--- config.mk ---
export PLATFORM = sky130hd
export DESIGN_NAME = bus_port_fifo
export DESIGN_NICKNAME = d
export VERILOG_FILES = /design/src/rtl/bus_port_fifo.sv
export SDC_FILE = /design/constraint.sdc
export NUM_CORES = 1
export LEC_CHECK = 0
export ABC_AREA = 1
export CELL_PAD_IN_SITES_DETAIL_PLACEMENT = 1
export CELL_PAD_IN_SITES_GLOBAL_PLACEMENT = 2
export CORE_MARGIN = 2
export CORE_UTILIZATION = 45
export DETAILED_ROUTE_END_ITERATION = 8
export PLACE_DENSITY_LB_ADDON = 0.1
export SLEW_MARGIN = 20
export SYNTH_ARGS = -nofsm -noshare
export SYNTH_HDL_FRONTEND = slang
export SYNTH_SLANG_ARGS = --single-unit
--- constraint.sdc ---
create_clock -name clk -period 5.4 [get_ports clk]
set_input_delay 1.08 -clock clk [delete_from_list [all_inputs] [get_ports clk]]
set_output_delay 1.08 -clock clk [all_outputs]
set_load 0.1 [all_outputs]
--- src/rtl/bus_port_fifo.sv ---
`default_nettype none
// ============================================================================
// Module   : bus_port_fifo
// Brief    : Per-device bus port. Holds a TX FIFO toward the bus and an
//            address-filtered RX FIFO from the bus, with overflow and
//            misroute tracking.
// Revision : 1.0 - initial release
// ============================================================================
module bus_port_fifo #(
    parameter int unsigned tama_de_paquete = 16,
    parameter int unsigned tam_fifo        = 12,
    parameter logic [7:0]  id              = 8'd0,
    parameter logic [7:0]  broadcast       = 8'hFF
) (
    input  logic                       clk,
    input  logic                       reset,
    input  logic                       dev_push,
    input  logic [tama_de_paquete-1:0] dev_data,
    output logic                       tx_full,
    output logic                       pndng,
    output logic [tama_de_paquete-1:0] D_pop,
    input  logic                       pop,
    input  logic                       push,
    input  logic [tama_de_paquete-1:0] D_push,
    output logic                       rx_valid,
    output logic [tama_de_paquete-1:0] rx_data,
    input  logic                       rx_pop,
    output logic                       tx_ovf,
    output logic                       rx_ovf,
    output logic [7:0]                 misroute_cnt
);

    localparam int unsigned     c_ptr_w    = (tam_fifo > 1) ? $clog2(tam_fifo) : 1;
    localparam int unsigned     c_cnt_w    = $clog2(tam_fifo + 1);
    localparam logic [c_ptr_w-1:0] c_last_ptr = c_ptr_w'(tam_fifo - 1);
    localparam logic [c_cnt_w-1:0] c_full_cnt = c_cnt_w'(tam_fifo);

    function automatic logic [c_ptr_w-1:0] next_ptr(input logic [c_ptr_w-1:0] p);
        return (p == c_last_ptr) ? '0 : p + 1'b1;
    endfunction

    logic [tama_de_paquete-1:0] r_tx_mem [tam_fifo];
    logic [tama_de_paquete-1:0] r_rx_mem [tam_fifo];
    logic [c_ptr_w-1:0]         r_tx_rd, r_tx_wr, r_rx_rd, r_rx_wr;
    logic [c_cnt_w-1:0]         r_tx_cnt, r_rx_cnt;
    logic                       r_tx_ovf, r_rx_ovf;
    logic [7:0]                 r_misroute_cnt;

    logic w_tx_empty, w_tx_full, w_rx_empty, w_rx_full;
    logic w_tx_rd, w_tx_wr, w_rx_rd, w_rx_wr;
    logic w_addr_ok, w_accept, w_misroute;

    assign w_tx_empty = (r_tx_cnt == '0);
    assign w_tx_full  = (r_tx_cnt == c_full_cnt);
    assign w_rx_empty = (r_rx_cnt == '0);
    assign w_rx_full  = (r_rx_cnt == c_full_cnt);

    // A full FIFO is never empty, so a pop alongside a full-write always frees a slot.
    assign w_tx_rd = pop && !w_tx_empty;
    assign w_tx_wr = dev_push && (!w_tx_full || pop);

    assign w_addr_ok  = (D_push[tama_de_paquete-1 -: 8] == id) ||
                        (D_push[tama_de_paquete-1 -: 8] == broadcast);
    assign w_accept   = push && w_addr_ok;
    assign w_misroute = push && !w_addr_ok;
    assign w_rx_rd    = rx_pop && !w_rx_empty;
    assign w_rx_wr    = w_accept && (!w_rx_full || rx_pop);

    // Storage is deliberately left out of the reset domain.
    always_ff @(posedge clk) begin
        if (w_tx_wr) r_tx_mem[r_tx_wr] <= dev_data;
        if (w_rx_wr) r_rx_mem[r_rx_wr] <= D_push;
    end

    always_ff @(posedge clk or negedge reset) begin
        if (!reset) begin
            r_tx_rd        <= '0;
            r_tx_wr        <= '0;
            r_tx_cnt       <= '0;
            r_rx_rd        <= '0;
            r_rx_wr        <= '0;
            r_rx_cnt       <= '0;
            r_tx_ovf       <= 1'b0;
            r_rx_ovf       <= 1'b0;
            r_misroute_cnt <= '0;
        end else begin
            if (w_tx_rd) r_tx_rd <= next_ptr(r_tx_rd);
            if (w_tx_wr) r_tx_wr <= next_ptr(r_tx_wr);
            unique case ({w_tx_wr, w_tx_rd})
                2'b10:   r_tx_cnt <= r_tx_cnt + 1'b1;
                2'b01:   r_tx_cnt <= r_tx_cnt - 1'b1;
                default: r_tx_cnt <= r_tx_cnt;
            endcase

            if (w_rx_rd) r_rx_rd <= next_ptr(r_rx_rd);
            if (w_rx_wr) r_rx_wr <= next_ptr(r_rx_wr);
            unique case ({w_rx_wr, w_rx_rd})
                2'b10:   r_rx_cnt <= r_rx_cnt + 1'b1;
                2'b01:   r_rx_cnt <= r_rx_cnt - 1'b1;
                default: r_rx_cnt <= r_rx_cnt;
            endcase

            if (dev_push && w_tx_full && !pop)    r_tx_ovf <= 1'b1;
            if (w_accept && w_rx_full && !rx_pop) r_rx_ovf <= 1'b1;
            if (w_misroute && (r_misroute_cnt != 8'hFF))
                r_misroute_cnt <= r_misroute_cnt + 8'd1;
        end
    end

    assign pndng        = !w_tx_empty;
    assign tx_full      = w_tx_full;
    assign D_pop        = r_tx_mem[r_tx_rd];
    assign rx_valid     = !w_rx_empty;
    assign rx_data      = r_rx_mem[r_rx_rd];
    assign tx_ovf       = r_tx_ovf;
    assign rx_ovf       = r_rx_ovf;
    assign misroute_cnt = r_misroute_cnt;

endmodule
`default_nettype wire
==> results of run 1 <==
## worst reg2reg max path, cell delays in order, from the launching register on
cell                       delay, ns
sky130_fd_sc_hd__dfrtp_1        0.42
sky130_fd_sc_hd__nor2_1         0.18
sky130_fd_sc_hd__nand3_1        0.11
sky130_fd_sc_hd__nand2_1        0.08
sky130_fd_sc_hd__clkinv_1       0.33
sky130_fd_sc_hd__ha_1           0.42
sky130_fd_sc_hd__ha_1           0.35
sky130_fd_sc_hd__nand2_1        0.06
sky130_fd_sc_hd__nor2_1         0.12
sky130_fd_sc_hd__nor2_1         0.05
sky130_fd_sc_hd__nand2b_1       0.06
sky130_fd_sc_hd__nand2_1        0.05
sky130_fd_sc_hd__nand2_1        0.05
sky130_fd_sc_hd__o21ai_0        0.07
## area by class of cell
| type | count | share of cell area |
|---|---|---|
| multi-input cells | 898 | 0.2174 |
| clock buffers | 56 | 0.05800 |
| repair buffers | 117 | 0.04961 |
| inverters | 83 | 0.01554 |
| well taps | 518 | 0.03220 |
| clock inverters | 22 | 0.01150 |
| diodes | 1 | 0.0001243 |
| flip-flops and latches | 418 | 0.6156 |
## logic make-up (layout without fill, tap and decap cells)
kind of cell	after synthesis	after routing
and+or+nand+nor	615	615
DFF	418	418
AOI/OAI and AO/OA	251	251
buffers and inverters	162	278
adders and majority gates	19	19
xor gates and xnor gates	13	13
other	0	1
## metrics by stage
stage / total power [mW] / hold slack [ns] / cell area, um^2 / setup slack [ns] / utilization
after detailed placement: 9.554 / 0.4651 / 18720 / 0.9497 / 0.4855
after global routing: 13.04 / 0.4988 / 20130 / 0.9369 / 0.5220
final: 12.44 / 0.4775 / 20130 / 1.145 / 0.5220
after floorplan: 8.239 / 0.4684 / 17500 / 0.9729 / -
after CTS: 12.55 / 0.4840 / 20120 / 1.097 / 0.5218
after global placement: 9.450 / 0.4577 / 18720 / 1.017 / 0.4855
## flip-flops by register name, indices dropped and copies added, names as in the netlist
register / count
misroute_cnt: 8
r_rx_cnt: 4
r_rx_mem: 192
r_rx_rd: 4
r_rx_wr: 4
r_tx_cnt: 4
r_tx_mem: 192
r_tx_rd: 4
r_tx_wr: 4
rx_ovf: 1
tx_ovf: 1
## worst paths after layout
path	cells after the start	slack, ns	endpoint	start
worst min-delay path	1	0.48	rx_ovf	rx_ovf
worst min register to register	1	0.48	rx_ovf	rx_ovf
max in group asynchronous	1	3.97	r_tx_rd[0]	reset
worst max register to register	13	2.93	r_rx_cnt[3]	r_rx_cnt[1]
worst max-delay path	9	1.15	D_pop[15]	r_tx_rd[0]
min in group asynchronous	1	0.69	r_rx_rd[0]	reset
## cells in the final DEF (no fill, tap or decap), types with 2 or more instances in the layout
| master | instances |
|---|---|
| sky130_fd_sc_hd__ha_1 | 17 |
| sky130_fd_sc_hd__o21bai_1 | 2 |
| sky130_fd_sc_hd__nor3_2 | 10 |
| sky130_fd_sc_hd__clkbuf_1 | 11 |
| sky130_fd_sc_hd__xor2_1 | 9 |
| sky130_fd_sc_hd__o21ai_1 | 33 |
| sky130_fd_sc_hd__clkdlybuf4s50_1 | 49 |
| sky130_fd_sc_hd__inv_2 | 3 |
| sky130_fd_sc_hd__dfrtp_4 | 2 |
| sky130_fd_sc_hd__clkinv_1 | 13 |
| sky130_fd_sc_hd__nor2_1 | 277 |
| sky130_fd_sc_hd__inv_1 | 73 |
| sky130_fd_sc_hd__o21ai_0 | 152 |
| sky130_fd_sc_hd__clkinvlp_4 | 2 |
| sky130_fd_sc_hd__nand2b_1 | 2 |
| sky130_fd_sc_hd__dfrtp_1 | 32 |
| sky130_fd_sc_hd__nand3_2 | 2 |
| sky130_fd_sc_hd__edfxtp_1 | 384 |
| sky130_fd_sc_hd__o211ai_1 | 32 |
| sky130_fd_sc_hd__clkinv_2 | 9 |
| sky130_fd_sc_hd__nor2_2 | 14 |
| sky130_fd_sc_hd__bufinv_16 | 5 |
| sky130_fd_sc_hd__fa_1 | 2 |
| sky130_fd_sc_hd__xnor2_1 | 4 |
| sky130_fd_sc_hd__nand3_1 | 122 |
| sky130_fd_sc_hd__nand2_2 | 2 |
| sky130_fd_sc_hd__o22ai_1 | 32 |
| sky130_fd_sc_hd__nand4_1 | 11 |
| sky130_fd_sc_hd__nand2_1 | 172 |
| sky130_fd_sc_hd__buf_4 | 67 |
| sky130_fd_sc_hd__clkbuf_16 | 45 |
## where the power goes
group          switching [mW]  leakage (nW)  total [mW]  internal (mW)
sequential              0.223          3.89        4.01           3.79
combinational            4.22          2.60        5.46           1.24
clock                    1.21         0.681        2.97           1.76
total                    5.65          7.18        12.4           6.79
## metal layers
layer / track usage / vias to the layer above / share of wire
met5: 0 / - / 0.00033
met4: 0.05725 / 2 / 0.019
met3: 0.03320 / 62 / 0.041
met2: 0.3770 / 226 / 0.48
met1: 0.3129 / 5927 / 0.46
li1: - / 5366 / -
==> PnR_summary.wiki, run 1 <==
{| class="wikitable"
! Metric !! Value
|-
| HPWL after DPL || 25.80 mm
|-
| Resize count post-CTS || 0
|-
| Final Hold Vio Count || 0
|-
| Post-Synth Adder-Cell Area || 0.01444
|-
| Peak supply drop || 0.0006671 V
|-
| Count of unresolved DRC violations after routing || 0
|-
| Startpoint type of the worst setup path || flop
|-
| Die width || 201.2 um
|-
| Non-filler cells, final || 2113
|-
| Mux contribution to synthesized area || 0
|-
| GP Congestion || 0.7511
|-
| Maximum clock path buffer count || 3
|-
| Number of nets in the finished design || 1619
|-
| Main combinational cell family by area after synthesis || simple AND/OR/NAND/NOR gates
|-
| Post-cts hold buffer count || 0
|-
| Detailed-route wire length per cell || 21.54 um
|-
| Total number of placement rows || 72
|-
| Most frequent cells after synthesis || 384 x sky130_fd_sc_hd__edfxtp_1, 291 x sky130_fd_sc_hd__nor2_1, 172 x sky130_fd_sc_hd__nand2_1, 152 x sky130_fd_sc_hd__o21ai_0, 122 x sky130_fd_sc_hd__nand3_1
|-
| Static leakage || 7.175 nW
|-
| Latest clock arrival within the worst-skew pair || 0.55 ns
|-
| CTS H-Tree Depth || 2
|-
| Fraction of synthesized cell area in xor and xnor cells || 0.006506
|-
| Share of the synthesized area in compound gates (AO/OA/AOI/OAI) || 0.07893
|-
| Syn Area/Cell || 11.84 um^2
|-
| Post-synth net total || 1535
|-
| Fraction of final layout cells with drive strength greater than 1 || 0.1029
|-
| First-pass GRT wire length || 70.02 mm
|-
| Unrepaired setup endpoints after global routing || no
|-
| Core area || 0.03856 mm^2
|-
| Least-Margin Pin Slew || 1.022 ns
|-
| Via count of the first global-routing pass || 12.29k
|-
| Relative area change from synthesis to final layout || 15.00%
|-
| Critical path class || flop to output pin
|-
| Worst endpoint required time || 4.32 ns
|-
| Clock period minus final worst setup slack || 4.255 ns
|-
| # IOs || 83
|-
| Gr usage total || 0.2258
|-
| Cell type with the largest total area after synthesis || sky130_fd_sc_hd__edfxtp_1
|-
| Clock Pin Slew Worst Setup and Hold Paths || 0.06 ns
|-
| Clock buffers created by TritonCTS || 44
|-
| Max-slew violation count || 0
|-
| Largest net degree at the start of global routing || 83
|-
| Area of the multi-input gates || 0.004375 mm^2
|-
| Cell class contributing the biggest share of worst-path delay || buffers and inverters
|-
| Most common cell in the netlist || sky130_fd_sc_hd__edfxtp_1
|-
| Total wire length || 45.51 mm
|-
| Relative slew margins || 0.3179
|-
| Arrival time at the worst endpoint || 3.17 ns
|-
| Gate count after technology mapping || 1478
|-
| Remaining number of nets flagged by the antenna check after routing || 0
|-
| Max frequency || 235.0 MHz
|-
| Die Ht || 201.2 um
|-
| Antenna violations before repair || 2
|-
| Max-cap violations || 0
|-
| Yosys synthesis warning count || 0
|-
| Count of buffers inserted at the top-level ports || 82
|-
| Simple-Gate Fraction of Synth Area || 0.1450
|-
| Hold/Removal Path Class || flop to flop
|-
| Yosys top cell area share || 0.6589
|-
| Fraction of registers with async set/reset || 0.08134
|-
| Total gr overflow || 0
|-
| Longest individual stage delay on the worst path || 0.84 ns
|-
| Final period util || 0.7879
|-
| Synthesized flop and latch total || 418
|-
| Register Area || 0.01239 mm^2
|-
| Number of distinct standard cells referenced by the synthesized netlist || 31
|-
| DRC violation total after the first TritonRoute iteration || 705
|-
| Effective utilization at floorplan || 0.4539
|-
| Cells after DPL || 2034
|-
| Number of fill cells || 4071
|-
| WP buf/inv || 3
|-
| CTS tree || yes
|-
| Worst-path maximum fanout || 55
|-
| Clock Sink Count || 418
|-
| Avg Vias per Cell || 5.482
|-
| Buffer type at the clock tree root || sky130_fd_sc_hd__clkbuf_16
|-
| Final setup violating endpoints || 0
|-
| Sum of negative setup slack || 0 ns
|-
| Summed instance area of the synthesized netlist || 0.01750 mm^2
|-
| Clk_skew || 0.01780 ns
|-
| Share of synthesized area occupied by flip-flops and latches || 0.7075
|-
| Crit path capture type || output pin
|-
| Total vias in the final route || 11.58k
|-
| Power density of the placed cells || 617.9 mW/mm^2
|-
| Number of synthesized flops with an enable pin || 384
|-
| Slowest cell on the critical path || sky130_fd_sc_hd__dfrtp_4
|-
| Most common flop cell mapped by yosys || sky130_fd_sc_hd__edfxtp_1
|-
| Number of buffers added for setup after CTS || 0
|-
| Leading post-synthesis cells by cell area || sky130_fd_sc_hd__edfxtp_1 66%, sky130_fd_sc_hd__nor2_1 6.2%, sky130_fd_sc_hd__dfrtp_1 4.9%
|-
| Cell chain of the critical path || clkinv_2, buf_4, nor2_1, nor2_1, o21ai_0, nand3_1, nand3_1, nand2_1, buf_4
|-
| DR pass1 iterations || 5
|-
| Outcome || complete, no violations
|-
| Die area || 0.04048 mm^2
|}
Power figures use the tool's default switching activity.
==> run 2: changes to the inputs <==
--- a/config.mk
+++ b/config.mk
@@ -9,7 +9,7 @@
 export CELL_PAD_IN_SITES_DETAIL_PLACEMENT = 1
 export CELL_PAD_IN_SITES_GLOBAL_PLACEMENT = 2
 export CORE_MARGIN = 2
-export CORE_UTILIZATION = 45
+export CORE_UTILIZATION = 41
 export DETAILED_ROUTE_END_ITERATION = 8
 export PLACE_DENSITY_LB_ADDON = 0.1
 export SLEW_MARGIN = 20
==> constraint.sdc (replaced) <==
create_clock -name clk -period 4.1 [get_ports clk]
set_input_delay 0.82 -clock clk [delete_from_list [all_inputs] [get_ports clk]]
set_output_delay 0.82 -clock clk [all_outputs]
set_load 0.1 [all_outputs]
==> run 2 against run 1 <==
Net effect: setup slack got worse by 0.72 ns; total power increased by 40%; register-to-register slack got worse by 1.2 ns; routed wire length decreased by 1.1%; sequential share of layout area decreased by 1.8 points; first-iteration DRC count decreased by 2.4%.
==> PnR_summary.wiki, run 2 (synthesized netlist as in run 1, its figures left out) <==
{| class="wikitable"
! Metric !! Value
|-
| Sum of negative setup slack || 0 ns (unchanged)
|-
| Crit path capture type || output pin
|-
| Die Ht || 210.6 um (+4.7%)
|-
| Number of nets in the finished design || 1630 (+0.68%)
|-
| First-pass GRT wire length || 70.28 mm (+0.37%)
|-
| # IOs || 83 (unchanged)
|-
| Final period util || 0.8963
|-
| Number of antenna cells inserted || 0 (-1)
|-
| Buffer type at the clock tree root || sky130_fd_sc_hd__clkbuf_16
|-
| Max-slew violation count || 0 (unchanged)
|-
| DR pass1 iterations || 5 (unchanged)
|-
| Latest clock arrival within the worst-skew pair || 0.57 ns (+0.02 ns)
|-
| Clock buffers created by TritonCTS || 45 (+2.3%)
|-
| CTS H-Tree Depth || 2 (unchanged)
|-
| Relative area change from synthesis to final layout || 18.40%
|-
| CTS tree || yes
|-
| HPWL after DPL || 26.83 mm (+4.0%)
|-
| Post-cts hold buffer count || 0 (unchanged)
|-
| WP buf/inv || 2 (-1)
|-
| Outcome || complete, no violations
|-
| Peak supply drop || 0.0007237 V (+8.5%)
|-
| Reg-to-reg slack, setup || 1.72 ns (-1.21 ns)
|-
| Via count of the first global-routing pass || 12.00k (-2.3%)
|-
| Gr usage total || 0.2085 (-0.01731)
|-
| Maximum clock path buffer count || 3 (unchanged)
|-
| Startpoint of the worst setup timing path || r_rx_rd[0]
|-
| Largest net degree at the start of global routing || 83 (unchanged)
|-
| Clock period minus final worst setup slack || 3.675 ns
|-
| Max-cap violations || 0 (unchanged)
|-
| Avg Vias per Cell || 5.281 (-3.7%)
|-
| Number of buffers added for setup after CTS || 0 (unchanged)
|-
| Commonest non-fill, non-tap cell in the layout || sky130_fd_sc_hd__edfxtp_1
|-
| Clock Pin Slew Worst Setup and Hold Paths || 0.06 ns (about the same)
|-
| Antenna violations before repair || 0 (-2)
|-
| Total gr overflow || 0 (unchanged)
|-
| Hold/Removal Path Class || primary input to async pin
|-
| Total number of placement rows || 75 (+4.2%)
|-
| Count of buffers inserted at the top-level ports || 82 (unchanged)
|-
| Longest individual stage delay on the worst path || 0.82 ns (-0.02 ns)
|-
| Resize count post-CTS || 0 (unchanged)
|-
| Remaining number of nets flagged by the antenna check after routing || 0 (unchanged)
|-
| Count of unresolved DRC violations after routing || 0 (unchanged)
|-
| Total power draw || 17.46 mW (+40%)
|-
| Commonest cells after routing, fill and taps aside || 384 x sky130_fd_sc_hd__edfxtp_1, 277 x sky130_fd_sc_hd__nor2_1, 172 x sky130_fd_sc_hd__nand2_1
|-
| Critical path endpoint || rx_data[8]
|-
| Non-filler cells, final || 2147 (+1.6%)
|-
| Least-Margin Pin Slew || 0.9841 ns (-0.03798 ns)
|-
| Max frequency || 272.1 MHz
|-
| Cell chain of the critical path || buf_4, nor2_1, nor2_1, o21ai_0, nand3_1, nand3_1, nand2_1, buf_12
|-
| Total wire length || 45.03 mm (-1.1%)
|-
| Cell class contributing the biggest share of worst-path delay || flip-flops
|-
| Reg2Reg Depth || 12 (-1)
|-
| Power density of the placed cells || 842.4 mW/mm^2 (+36%)
|-
| Core area || 0.04204 mm^2 (+9.0%)
|-
| RR Endpoint || r_tx_cnt[3]
|-
| Slowest cell on the critical path || sky130_fd_sc_hd__dfrtp_4
|-
| DRC violation total after the first TritonRoute iteration || 688 (-2.4%)
|-
| Static leakage || 7.411 nW (+3.3%)
|-
| Final Hold Vio Count || 0 (unchanged)
|-
| Source of the worst register-to-register timing path || r_tx_cnt[1]
|-
| Clk_skew || 0.01309 ns (-0.004719 ns)
|-
| Startpoint type of the worst setup path || flop
|-
| GP Congestion || 0.7787 (+3.7%)
|-
| Detailed-route wire length per cell || 20.98 um (-2.6%)
|-
| Clock Sink Count || 418 (unchanged)
|-
| Worst-path maximum fanout || 51 (-7.3%)
|-
| Fraction of final layout cells with drive strength greater than 1 || 0.1095 (+0.006567)
|-
| Critical path class || flop to output pin
|-
| Total vias in the final route || 11.34k (-2.1%)
|-
| WHS || 0.3569 ns (-0.1205 ns)
|-
| Die width || 210.6 um (+4.7%)
|-
| Relative slew margins || 0.3419 (+0.02400)
|-
| Cells after DPL || 2065 (+1.5%)
|-
| Crit. path cell count || 8 (-1)
|-
| Unrepaired setup endpoints after global routing || no
|-
| Worst endpoint required time || 3.28 ns (-1.04 ns)
|-
| Die area || 0.04435 mm^2 (+9.6%)
|-
| Arrival time at the worst endpoint || 2.85 ns (-0.32 ns)
|-
| Final setup violating endpoints || 0 (unchanged)
|-
| Effective utilization at floorplan || 0.4163 (-0.03761)
|}
## run 2: cell count changes in the layout (fill, tap and decap cells not counted), sizes merged
cell      before  now
buf           68   78
clkbuf        56   60
bufinv         5    3
inv           76   78
clkinv        22   23
clkinvlp       2    1
diode          1    0
## run 2: layer usage
metal	GRT usage	vias up	part of all wire
met4	0.05949	0	0.018
li1	-	5392	-
met2	0.3354	165	0.47
met5	0	-	0
met1	0.2962	5730	0.48
met3	0.03069	52	0.033
## run 2: how the worst min path moves through the flow
stage / cells after the start / from / slack [ns] / end
4_1_cts: 1 / reset / 0.38 / r_tx_cnt[3]
2_1_floorplan: 1 / r_rx_cnt[0] / 0.47 / r_rx_cnt[0]
3_5_place_dp: 1 / rx_ovf / 0.47 / rx_ovf
6_report: 1 / reset / 0.36 / r_tx_cnt[3]
3_3_place_gp: 1 / rx_ovf / 0.47 / rx_ovf
5_1_grt: 1 / reset / 0.39 / r_tx_cnt[1]
## run 2: stage by stage
step                      setup slack (ns)    util  area (um^2)
after global placement              0.6783  0.4588        19290
after detailed placement            0.6423  0.4588        19290
final                               0.4251  0.4929        20720
after CTS                           0.3684  0.4929        20720
after floorplan                      1.111       -        17510
after global routing                0.1734  0.4929        20720
## run 2: area by class of cell
| cell class | instances | area, um^2 |
|---|---|---|
| Fill cell | 4386 | 21320 |
| Sequential cell | 418 | 12390 |
| Multi-Input combinational cell | 898 | 4377 |
| Timing Repair Buffer | 127 | 1536 |
| Clock buffer | 60 | 1255 |
| Tap cell | 539 | 674.4 |
| Inverter | 83 | 311.5 |
| Clock inverter | 22 | 177.7 |
## run 2: power by group
part	internal, mW	switching (mW)	leakage (nW)
sequential	4.99	0.302	3.89
clock	2.33	1.63	0.700
combinational	2.50	5.71	2.82
total	9.81	7.64	7.41
## run 2: worst register-to-register path, stage by stage (launching register included)
cell                       delay [ns]
sky130_fd_sc_hd__dfrtp_1         0.45
sky130_fd_sc_hd__nor2_1          0.17
sky130_fd_sc_hd__nand3_1         0.12
sky130_fd_sc_hd__nand2_1         0.09
sky130_fd_sc_hd__clkinv_1        0.25
sky130_fd_sc_hd__ha_1            0.37
sky130_fd_sc_hd__ha_1            0.35
sky130_fd_sc_hd__nand2_1         0.07
sky130_fd_sc_hd__nand2_1         0.06
sky130_fd_sc_hd__o21ai_0         0.16
sky130_fd_sc_hd__nand2_1         0.07
sky130_fd_sc_hd__nand2_1         0.05
sky130_fd_sc_hd__o21ai_0         0.07
